File: src/rtl/fetch_seq_pkg.sv
// fetch_seq_pkg
// Shared definitions for the fetch sequencer: FSM state encodings,
// MIPS-style opcode/funct constants and PC-source select codes.
package fetch_seq_pkg;

  typedef enum logic [2:0] {
    ST_RESET  = 3'd0,
    ST_FETCH  = 3'd1,
    ST_DECODE = 3'd2,
    ST_EXEC   = 3'd3,
    ST_PCUPD  = 3'd4,
    ST_HALT   = 3'd5,
    ST_ERR    = 3'd6
  } seqState_t;

  localparam logic [5:0] OP_RTYPE = 6'h00;
  localparam logic [5:0] OP_J     = 6'h02;
  localparam logic [5:0] OP_JAL   = 6'h03;
  localparam logic [5:0] OP_BEQ   = 6'h04;
  localparam logic [5:0] OP_BNE   = 6'h05;

  localparam logic [5:0] FN_JR    = 6'h08;
  localparam logic [5:0] FN_BREAK = 6'h0D;

  localparam logic [1:0] PCSEL_BR  = 2'b00;
  localparam logic [1:0] PCSEL_J   = 2'b01;
  localparam logic [1:0] PCSEL_REG = 2'b10;

endpackage

File: src/rtl/fetch_seq_decode.sv
// fetch_seq_decode
// Purely combinational opcode/funct classifier used by the sequencer FSM.
// Ports:
//   opcode_i     : instruction opcode field
//   funct_i      : instruction funct field (meaningful for R-type only)
//   is_branch_o  : BEQ or BNE
//   is_jump_o    : J or JAL (PC update without a conditional execute)
//   is_jr_o      : R-type JR
//   is_break_o   : R-type BREAK
//   needs_exec_o : instruction needs the datapath (everything except plain J)
module fetch_seq_decode
  import fetch_seq_pkg::*;
(
  input  logic [5:0] opcode_i,
  input  logic [5:0] funct_i,
  output logic       is_branch_o,
  output logic       is_jump_o,
  output logic       is_jr_o,
  output logic       is_break_o,
  output logic       needs_exec_o
);

  // Classification is a set of independent compares; JAL still needs the
  // datapath for its link writeback, so only plain J skips execute.
  always_comb begin
    is_branch_o  = (opcode_i == OP_BEQ) || (opcode_i == OP_BNE);
    is_jump_o    = (opcode_i == OP_J) || (opcode_i == OP_JAL);
    is_jr_o      = (opcode_i == OP_RTYPE) && (funct_i == FN_JR);
    is_break_o   = (opcode_i == OP_RTYPE) && (funct_i == FN_BREAK);
    needs_exec_o = (opcode_i != OP_J);
  end

endmodule

File: src/rtl/fetch_sequencer.sv
// fetch_sequencer
// Multi-cycle control FSM sequencing PC / instruction memory / IR through
// FETCH, DECODE, EXEC and PCUPD, with a start/done handshake to the datapath.
// All outputs are registered decodes of the state being entered, so they
// line up with the 'state' debug output.
// Ports:
//   clk, reset        : clock (rising edge), asynchronous active-high reset
//   opcode, funct     : IR fields, sampled in DECODE
//   alu_z, ex_done    : datapath zero flag and execute-complete
//   ex_start          : one-cycle datapath start pulse
//   pc_sel/pc_ld/pc_inc : PC source select, load, increment
//   im_cs/im_rd/im_wr : instruction memory controls (im_wr tied low)
//   ir_ld             : IR load
//   halted, err       : HALT state flag, sticky execute-timeout flag
//   state             : current state encoding
//   retired           : completed-instruction count (FETCH_SEQ_RETIRE_CNT_EN only)
// Build option: define FETCH_SEQ_RETIRE_CNT_EN to add the 'retired' counter.
module fetch_sequencer
  import fetch_seq_pkg::*;
#(
  parameter int HALT_ON_BREAK = 1,
  parameter int EXEC_TIMEOUT  = 16
) (
  input  logic        clk,
  input  logic        reset,
  input  logic [5:0]  opcode,
  input  logic [5:0]  funct,
  input  logic        alu_z,
  input  logic        ex_done,
  output logic        ex_start,
  output logic [1:0]  pc_sel,
  output logic        pc_ld,
  output logic        pc_inc,
  output logic        im_cs,
  output logic        im_rd,
  output logic        im_wr,
  output logic        ir_ld,
  output logic        halted,
  output logic        err,
  output logic [2:0]  state
`ifdef FETCH_SEQ_RETIRE_CNT_EN
  ,
  output logic [31:0] retired
`endif
);

  localparam int WaitW = $clog2(EXEC_TIMEOUT) + 1;
  localparam logic [WaitW-1:0] WaitLast = WaitW'(EXEC_TIMEOUT - 1);

  seqState_t        state_q, state_d;
  logic [5:0]       opHeld_q, fnHeld_q;
  logic [5:0]       decOp, decFn;
  logic [WaitW-1:0] waitCnt_q;
  logic             exStart_d;
  logic [1:0]       pcSel_d;
  logic             isBranch, isJump, isJr, isBreak, needsExec;
  logic             brTaken;

  // In DECODE the live IR is classified; afterwards the held copy is used so
  // IR changes during EXEC cannot redirect the instruction in flight.
  assign decOp = (state_q == ST_DECODE) ? opcode : opHeld_q;
  assign decFn = (state_q == ST_DECODE) ? funct  : fnHeld_q;

  fetch_seq_decode uDecode (
    .opcode_i     (decOp),
    .funct_i      (decFn),
    .is_branch_o  (isBranch),
    .is_jump_o    (isJump),
    .is_jr_o      (isJr),
    .is_break_o   (isBreak),
    .needs_exec_o (needsExec)
  );

  assign brTaken = isBranch && (((decOp == OP_BEQ) && alu_z) ||
                                ((decOp == OP_BNE) && !alu_z));

  // Next-state logic. A zero wait count marks the ex_start cycle, in which
  // ex_done is deliberately ignored.
  always_comb begin
    state_d   = state_q;
    exStart_d = 1'b0;
    pcSel_d   = PCSEL_BR;
    case (state_q)
      ST_RESET:  state_d = ST_FETCH;
      ST_FETCH:  state_d = ST_DECODE;
      ST_DECODE: begin
        if (isBreak && (HALT_ON_BREAK != 0)) begin
          state_d = ST_HALT;
        end else if (isJump) begin
          state_d   = ST_PCUPD;
          pcSel_d   = PCSEL_J;
          exStart_d = needsExec;
        end else begin
          state_d   = ST_EXEC;
          exStart_d = 1'b1;
        end
      end
      ST_EXEC: begin
        if ((waitCnt_q != '0) && ex_done) begin
          if (isJr) begin
            state_d = ST_PCUPD;
            pcSel_d = PCSEL_REG;
          end else if (brTaken) begin
            state_d = ST_PCUPD;
            pcSel_d = PCSEL_BR;
          end else begin
            state_d = ST_FETCH;
          end
        end else if (waitCnt_q == WaitLast) begin
          state_d = ST_ERR;
        end
      end
      ST_PCUPD:  state_d = ST_FETCH;
      ST_HALT:   state_d = ST_HALT;
      ST_ERR:    state_d = ST_ERR;
      default:   state_d = ST_RESET;
    endcase
  end

  // State register plus registered Moore outputs decoded from the state being
  // entered; reset clears everything immediately so no stray pc_ld/ir_ld.
  always_ff @(posedge clk or posedge reset) begin
    if (reset) begin
      state_q   <= ST_RESET;
      opHeld_q  <= '0;
      fnHeld_q  <= '0;
      waitCnt_q <= '0;
      ex_start  <= 1'b0;
      pc_sel    <= PCSEL_BR;
      pc_ld     <= 1'b0;
      pc_inc    <= 1'b0;
      im_cs     <= 1'b0;
      im_rd     <= 1'b0;
      ir_ld     <= 1'b0;
      halted    <= 1'b0;
      err       <= 1'b0;
    end else begin
      state_q  <= state_d;
      ex_start <= exStart_d;
      pc_sel   <= (state_d == ST_PCUPD) ? pcSel_d : PCSEL_BR;
      pc_ld    <= (state_d == ST_PCUPD);
      pc_inc   <= (state_d == ST_FETCH);
      im_cs    <= (state_d == ST_FETCH);
      im_rd    <= (state_d == ST_FETCH);
      ir_ld    <= (state_d == ST_FETCH);
      halted   <= (state_d == ST_HALT);
      err      <= err | (state_d == ST_ERR);
      if (state_q == ST_DECODE) begin
        opHeld_q <= opcode;
        fnHeld_q <= funct;
      end
      if ((state_q == ST_EXEC) && (state_d == ST_EXEC)) begin
        waitCnt_q <= waitCnt_q + 1'b1;
      end else if (state_d == ST_EXEC) begin
        waitCnt_q <= '0;
      end
    end
  end

  assign im_wr = 1'b0;
  assign state = state_q;

`ifdef FETCH_SEQ_RETIRE_CNT_EN
  logic [31:0] retired_q;
  logic        pendRetire_q;
  logic        instrDone;

  assign instrDone = ((state_q == ST_EXEC) && (state_d != ST_EXEC) && (state_d != ST_ERR)) ||
                     (state_q == ST_PCUPD);

  // Completion is remembered and credited on the next FETCH->DECODE, so a
  // taken branch (EXEC then PCUPD) still counts only once.
  always_ff @(posedge clk or posedge reset) begin
    if (reset) begin
      retired_q    <= '0;
      pendRetire_q <= 1'b0;
    end else if (instrDone) begin
      pendRetire_q <= 1'b1;
    end else if ((state_q == ST_FETCH) && (state_d == ST_DECODE)) begin
      if (pendRetire_q) begin
        retired_q <= retired_q + 32'd1;
      end
      pendRetire_q <= 1'b0;
    end
  end

  assign retired = retired_q;
`endif

endmodule

File: config.mk
export PLATFORM = sky130hd
export DESIGN_NAME = fetch_sequencer
export DESIGN_NICKNAME = d
export VERILOG_FILES = /design/src/rtl/fetch_seq_pkg.sv /design/src/rtl/fetch_seq_decode.sv /design/src/rtl/fetch_sequencer.sv
export SDC_FILE = /design/constraint.sdc
export NUM_CORES = 1
export LEC_CHECK = 0
export ABC_AREA = 1
export CAP_MARGIN = 10
export CORE_MARGIN = 1.5
export CORE_UTILIZATION = 25
export CTS_CLUSTER_SIZE = 25
export DETAILED_ROUTE_END_ITERATION = 7
export PLACE_DENSITY_LB_ADDON = 0.25
export SETUP_SLACK_MARGIN = 0.2
export SLEW_MARGIN = 15
export SYNTH_ARGS = -nofsm -noshare
export SYNTH_HDL_FRONTEND = slang
export SYNTH_HIERARCHICAL = 1
export SYNTH_SLANG_ARGS = --single-unit
File: constraint.sdc
create_clock -name clk -period 4.5 [get_ports clk]
set_input_delay 0.45 -clock clk [delete_from_list [all_inputs] [get_ports clk]]
set_output_delay 0.45 -clock clk [all_outputs]
set_load 0.005 [all_outputs]
==> results.md, run 1 <==
- Actual slew at the worst max-slew pin: between 1000 and 1500 ps
- Worst endpoint required time: 4650 ps
- Synth top area cells: dfrtp_1, nand2_1, inv_1, nor2_1, o21ai_0
- Mapped cell area: 1450 um2
- CP dominant cell by count: inv_1
- Vias/cell: slightly above 4
- Total I/O pin count: 30
- Status: complete, no violations
- Synth area leader: dfrtp_1
- DRC Markers: 0
- Die area: between 6000 and 7000 um2
- Final setup viols: 0
- Input/output buffers: 28
- Final Util: about a third
- Diode count: 0
- CTS H-tree depth: 1
- Drt pass-1 iters: 4
- Fin. max-slew vios: 0
- Clk_lat worst skew: between 200 and 300 ps
- Detailed-routed wire length on met3: slightly below 100 um
- Drt initial violations: 46
- Top FF cell, synth: dfrtp_1
- Reg2Reg Setup Slack: 1740 ps
- Buffers & Inverters on Critical Path: 4
- CP delay by family, top: simple AND/OR/NAND/NOR gates
- CP Capture Type: register
- WL final: approximately 2900 um
- WL per Instance: approximately 10 um
- Register area share after synthesis: 46.8%
- Initial antenna violation count: 0
- Total gr overflow: 0
- Hold Path Stages: 2
- Mapped Nets: around 200
- Post-CTS resize count: 0
- Synth top area share: a little under half
- Relative slew slack: between 30% and 40%
- Synth Warn #: 6
- ANT nets after route: 0
- Minimum clock period: ~2800 ps
- Crit-path max FO: 19
- First-pass GRT wire length: 5060 um
- Root buf cell: clkbuf_8
- Layout Skew: 1.62 ps
- Yosys reg bits: 27
- Met1 wire length: around 1500 um
- Worst hold-check path type: reg2reg
- R2R Path End: waitCnt_q[4]$_DFFE_PP0P_
- Arr. time, crit path: around 2900 ps
- EDFF count, synth: 0
- DR top layer: met4
- Slowest cell on crit path: dfrtp_1
- Core area: around 5500 um2
- CTS tree: built
- Via count: ~1100
- TNS Setup: 0 ps
- Largest net degree at the start of global routing: 28
- Final period utilization: 61.3%
- Area growth, synth to finish: 25.9%
- Delay of the slowest critical-path stage: roughly 400 ps
- Reg2Reg Depth: 14
- Die height: 79.0 um
- WP depth: 14
- Crit Path Category: reg2reg
- Clock Sinks: 27
- Unrepaired setup endpoints after global routing: false
- Hold_buf cts: 0
- Post-Syn Instances: ~180
- Final hold violation count: 0
- # Post-CTS Setup Buffers: 0
- FF-to-FF Start: state[0]$_DFF_PP0_
- # rows: 27
- CTS max path bufs: 2
- WHS Endpoint: err$_DFF_PP0_
- Hold slack: about 470 ps
- Met2 routed WL: roughly 1200 um
- Startpoint types: register
- Power Density: 607 nW/um2
- GPL Wtd Cong: around 0.73
- Post-DP HPWL: 2180 um
- Peak VDD IR: approximately 190 uV
- Initial Util: a little over a quarter
- Leak: between 0.8 and 0.9 nW
- Reg clk slew, reported paths: around 90 ps
- Syn avg cell area: 7.94 um2
- HP Start: err$_DFF_PP0_
- Total CTS buffers: 3
- Share of cells above drive strength 1: roughly 11%
- Horiz. Die Dim: between 70 and 80 um
- Distinct cell type count after synthesis: 29
- Final-layout fill cell count: between 500 and 600
- Vias in the first global route: 1078
- FFs w/ async S/R, synth: 100%
- Max Cap Viol: 0
- Critical-path cell list: inv_1, nand3_4, o21ai_0, inv_1, nor2_4, nand3_2, nor2_1, nor2_1, inv_1, a21oi_1, nor3_1, inv_1, nand4_2, o21ai_0
- Max frequency: approximately 0.36 GHz
- Total track usage: 10.3%
- Layout Nets: 229
[final cells by class]
type,instances,area [um2],area share [%]
flip-flops and latches,27,676,37.1
multi-input cells,120,616,33.8
repair buffers,28,280,15.4
inverters,30,113,6.19
well taps,72,90.1,4.95
clock buffers,4,45.0,2.48
[how the worst max path moves through the flow]
stage / slack [ps] / endpoint / start
6_report: 1740 / waitCnt_q[4]$_DFFE_PP0P_ / state[0]$_DFF_PP0_
5_1_grt: 1370 / waitCnt_q[4]$_DFFE_PP0P_ / state[2]$_DFF_PP0_
4_1_cts: 1720 / waitCnt_q[4]$_DFFE_PP0P_ / state[0]$_DFF_PP0_
3_5_place_dp: 1760 / waitCnt_q[3]$_DFFE_PP0P_ / state[0]$_DFF_PP0_
3_3_place_gp: 1800 / waitCnt_q[4]$_DFFE_PP0P_ / state[0]$_DFF_PP0_
2_1_floorplan: 2200 / waitCnt_q[0]$_DFFE_PP0P_ / state[2]$_DFF_PP0_
[logic make-up after synthesis]
group,synth area share [%]
simple gates,33.0
buf+inv,10.6
flops,46.8
compound gates,5.54
fa+ha+maj,2.60
xor+xnor,1.21
other cells,0.259
[power breakdown]
group / total, mW / switching, mW / internal, mW
clock: 0.137 / 0.0732 / 0.0633
combinational: 0.597 / 0.379 / 0.217
sequential: 0.371 / 0.0439 / 0.328
[metal layers]
metal  track usage (%)  up-vias
met3              2.07        2
met4              3.16        0
met2              15.1       25
met5                 0        -
met1              15.2      513
li1                  -      602
[sequential cells by signal, indices dropped and copies added (netlist names)]
signal     flops
ir_ld          1
fnHeld_q       6
state          3
pc_ld          1
halted         1
opHeld_q       6
err            1
ex_start       1
pc_sel         2
waitCnt_q      5
[layout by cell type, fill, tap and decap left out]
cell,n
nor2_1,22
nand3_2,2
nor3_2,1
a21oi_1,2
o21ai_0,10
or2_2,2
clkbuf_8,3
nor3_1,3
xor2_1,1
and2_1,1
clkdlybuf4s50_1,28
nand3_1,5
nand2_2,5
nand4_1,1
nand2_4,1
nand4_2,1
nand3_4,1
nor2_2,1
xnor2_1,1
nand2_1,51
inv_1,27
dfrtp_1,27
ha_1,3
nor2_4,2
conb_1,1
o21ai_2,1
clkbuf_1,1
inv_2,3
and3_1,1
a21boi_2,1
[per-stage QoR]
step           instance area [um2]  instances  power, mW  setup WS, ps
4_1_cts                       1820        281       1.12          1720
6_report                      1820        281       1.10          1740
5_1_grt                       1820        281       1.23          1370
3_5_place_dp                  1770        277      0.980          1760
3_3_place_gp                  1770        277      0.975          1800
2_1_floorplan                 1450        182      0.826          2200
[worst reg2reg max path, stage by stage (launching register included)]
cell and delay [ps]:
dfrtp_1 400, inv_1 170, nand3_4 240, o21ai_0 290, inv_1 120, nor2_4 150
nand3_2 90, nor2_1 230, nor2_1 70, inv_1 70, a21oi_1 60, nor3_1 310
inv_1 170, nand4_2 170, o21ai_0 100
[cells in the mapped netlist (3+ instances only)]
cell type	n
buf_4	4
dfrtp_1	27
ha_1	3
inv_1	27
inv_2	3
nand2_1	51
nand2_2	5
nand3_1	5
nor2_1	22
nor3_1	3
o21ai_0	10
(Power assumes the default switching activity.)
==> inputs of run 2 (changes only) <==
==> constraint.sdc (replaced) <==
create_clock -name clk -period 2.5 [get_ports clk]
set_input_delay 0.25 -clock clk [delete_from_list [all_inputs] [get_ports clk]]
set_output_delay 0.25 -clock clk [all_outputs]
set_load 0.005 [all_outputs]
==> results.md, run 2 (synthesis gave the netlist of run 1 again) <==
- Core area: 5540 um2 (unchanged)
- Leak: 0.990 nW (+13%)
- Drt pass-1 iters: 4 (unchanged)
- WL per Instance: 10.1 um (-1.4%)
- First-pass GRT wire length: 5330 um (+5.3%)
- Total I/O pin count: 30 (unchanged)
- Largest net degree at the start of global routing: 28 (unchanged)
- DRC Markers: 0 (unchanged)
- Minimum clock period: 2130 ps (-629 ps)
- Clock Sinks: 27 (unchanged)
- Max Cap Viol: 0 (unchanged)
- Area growth, synth to finish: 46.4%
- Diode count: 0 (unchanged)
- Commonest non-fill, non-tap cells in the layout: nand2_1, clkdlybuf4s50_1, dfrtp_1, inv_1, buf_4
- Worst hold-check path type: in2async
- Post-DP HPWL: 2210 um (+1.3%)
- GPL Wtd Cong: 0.771 (+5.4%)
- Vias/cell: 4.10 (+0.86%)
- Power Density: 1210 nW/um2 (+98%)
- Met2 Use GR: 17.1% (+2.0 points)
- Buffers & Inverters on Critical Path: 4 (unchanged)
- Reg clk slew, reported paths: 90 ps (about the same)
- Worst endpoint required time: 2660 ps (-1990 ps)
- Final Util: 38.2% (+5.4 points)
- Final setup viols: 0 (unchanged)
- Met3 usage: 2.76% (+0.69 points)
- Max frequency: 0.470 GHz (+30%)
- Layout Nets: 251 (+9.6%)
- Critical-path cell list: inv_2, nand3_4, buf_6, nand2_1, nand2_2, nor2_4, nand3_2, nor2_4, nor2_2, inv_1, a21oi_2, nor3_2, inv_2, nand4_4, o21ai_0
- Share of cells above drive strength 1: 31.6% (+20 points)
- # rows: 27 (unchanged)
- Horiz. Die Dim: 79.0 um (unchanged)
- Initial Util: 26.1% (unchanged)
- CTS tree: built
- Final period utilization: 85.1% (+24 points)
- Delay of the slowest critical-path stage: 420 ps (+20 ps)
- Most Crowded Layer GR: met2
- Slowest cell on crit path: dfrtp_1
- Worst setup path startpoint: state[0]$_DFF_PP0_
- TNS Setup: 0 ps (unchanged)
- Most common cell after layout, fill and taps aside: nand2_1
- Vias in the first global route: 1155 (+7.1%)
- Input/output buffers: 28 (unchanged)
- Die area: 6250 um2 (unchanged)
- Startpoint types: register
- CP delay by family, top: simple AND/OR/NAND/NOR gates
- Hold_buf cts: 0 (unchanged)
- Total gr overflow: 0 (unchanged)
- Total track usage: 11.0% (+0.65 points)
- CP Capture Type: register
- Initial antenna violation count: 0 (unchanged)
- ANT nets after route: 0 (unchanged)
- Root buf cell: clkbuf_8
- Crit Path Category: reg2reg
- Crit-path max FO: 7 (-12)
- Fin. max-slew vios: 0 (unchanged)
- Status: complete, no violations
- Met1 usage: 14.6% (-0.59 points)
- Peak VDD IR: 388 uV (+100%)
- Unrepaired setup endpoints after global routing: true
- Regs by FF count: fnHeld_q x6, opHeld_q x6, waitCnt_q x5
- Die height: 79.0 um (unchanged)
- Total CTS buffers: 3 (unchanged)
- CTS max path bufs: 2 (unchanged)
- FF-to-FF Start: state[0]$_DFF_PP0_
- Arr. time, crit path: 2290 ps (-620 ps)
- Layout Skew: 5.13 ps (+3.51 ps)
- WL final: 3060 um (+6.4%)
- CTS H-tree depth: 1 (unchanged)
- Final hold violation count: 0 (unchanged)
- Via count: 1242 (+8.8%)
- Clk_lat worst skew: 270 ps (about the same)
- Drt initial violations: 46 (unchanged)
run 2: cell count changes in the layout (fill, tap and decap cells not counted), moves of 3 or more:
cell,change
buf_4,+19
inv_1,-7
inv_2,+6
nand2_1,-6
nand2_2,+5
nor2_1,-6
nor2_4,+4
o21ai_0,-9
o21ai_1,+5
o21ai_2,+3
run 2: path summary, 6_finish.rpt:
path / end / slack (ps) / cells after the start
setup / recovery: waitCnt_q[4]$_DFFE_PP0P_ / 370 / 15
hold / removal: pc_sel[1]$_DFF_PP0_ / 320 / 3
setup reg to reg: waitCnt_q[4]$_DFFE_PP0P_ / 370 / 15
hold reg to reg: err$_DFF_PP0_ / 480 / 2
max in group asynchronous: err$_DFF_PP0_ / 1910 / 3
min in group clk: err$_DFF_PP0_ / 480 / 2
run 2: worst register-to-register path: cells and delay by family, from the launching register on:
| family | cells | cell delay [ps] |
|---|---|---|
| DFF | 1 | 420 |
| and+or+nand+nor | 9 | 960 |
| AOI/OAI and AO/OA | 2 | 140 |
| buffers and inverters | 4 | 490 |
run 2: report_power, final:
part / internal [mW] / total, mW / switching, mW
Clock: 0.112 / 0.249 / 0.137
Combinational: 0.714 / 1.64 / 0.928
Sequential: 0.590 / 0.659 / 0.0692
Total: 1.42 / 2.55 / 1.13
run 2: final cells by class:
class                           count  area, um2
Clock buffer                        3       41.3
Clock inverter                      1       5.00
Fill cell                         568       3420
Inverter                           30        118
Multi-Input combinational cell    121        741
Sequential cell                    27        676
Tap cell                           72       90.1
Timing Repair Buffer               49        445
run 2: repair_timing:
action	4_1_cts	5_1_grt
gates cloned	1	0
buffers inserted	1	11
endpoints found under the setup margin	9	11
pin swaps	1	21
gates resized for setup	6	43
run 2: metrics by stage:
step / hold WS (ps) / total power, mW / std cells / setup slack, ps / area (um2)
after detailed placement: 458 / 1.86 / 286 / 5.23 / 1840
after global placement: 461 / 1.86 / 286 / 109 / 1840
final: 323 / 2.55 / 303 / 373 / 2120
after CTS: 333 / 2.18 / 292 / 244 / 1910
after floorplan: 303 / 1.49 / 182 / 203 / 1450
after global routing: 353 / 2.79 / 303 / 172 / 2120
run 2: metal layers:
layer / vias to the layer above / part of all wire (%)
met4: 0 / 1.4
met1: 565 / 48
met2: 21 / 46
met5: - / 0
met3: 4 / 4.0
li1: 652 / -
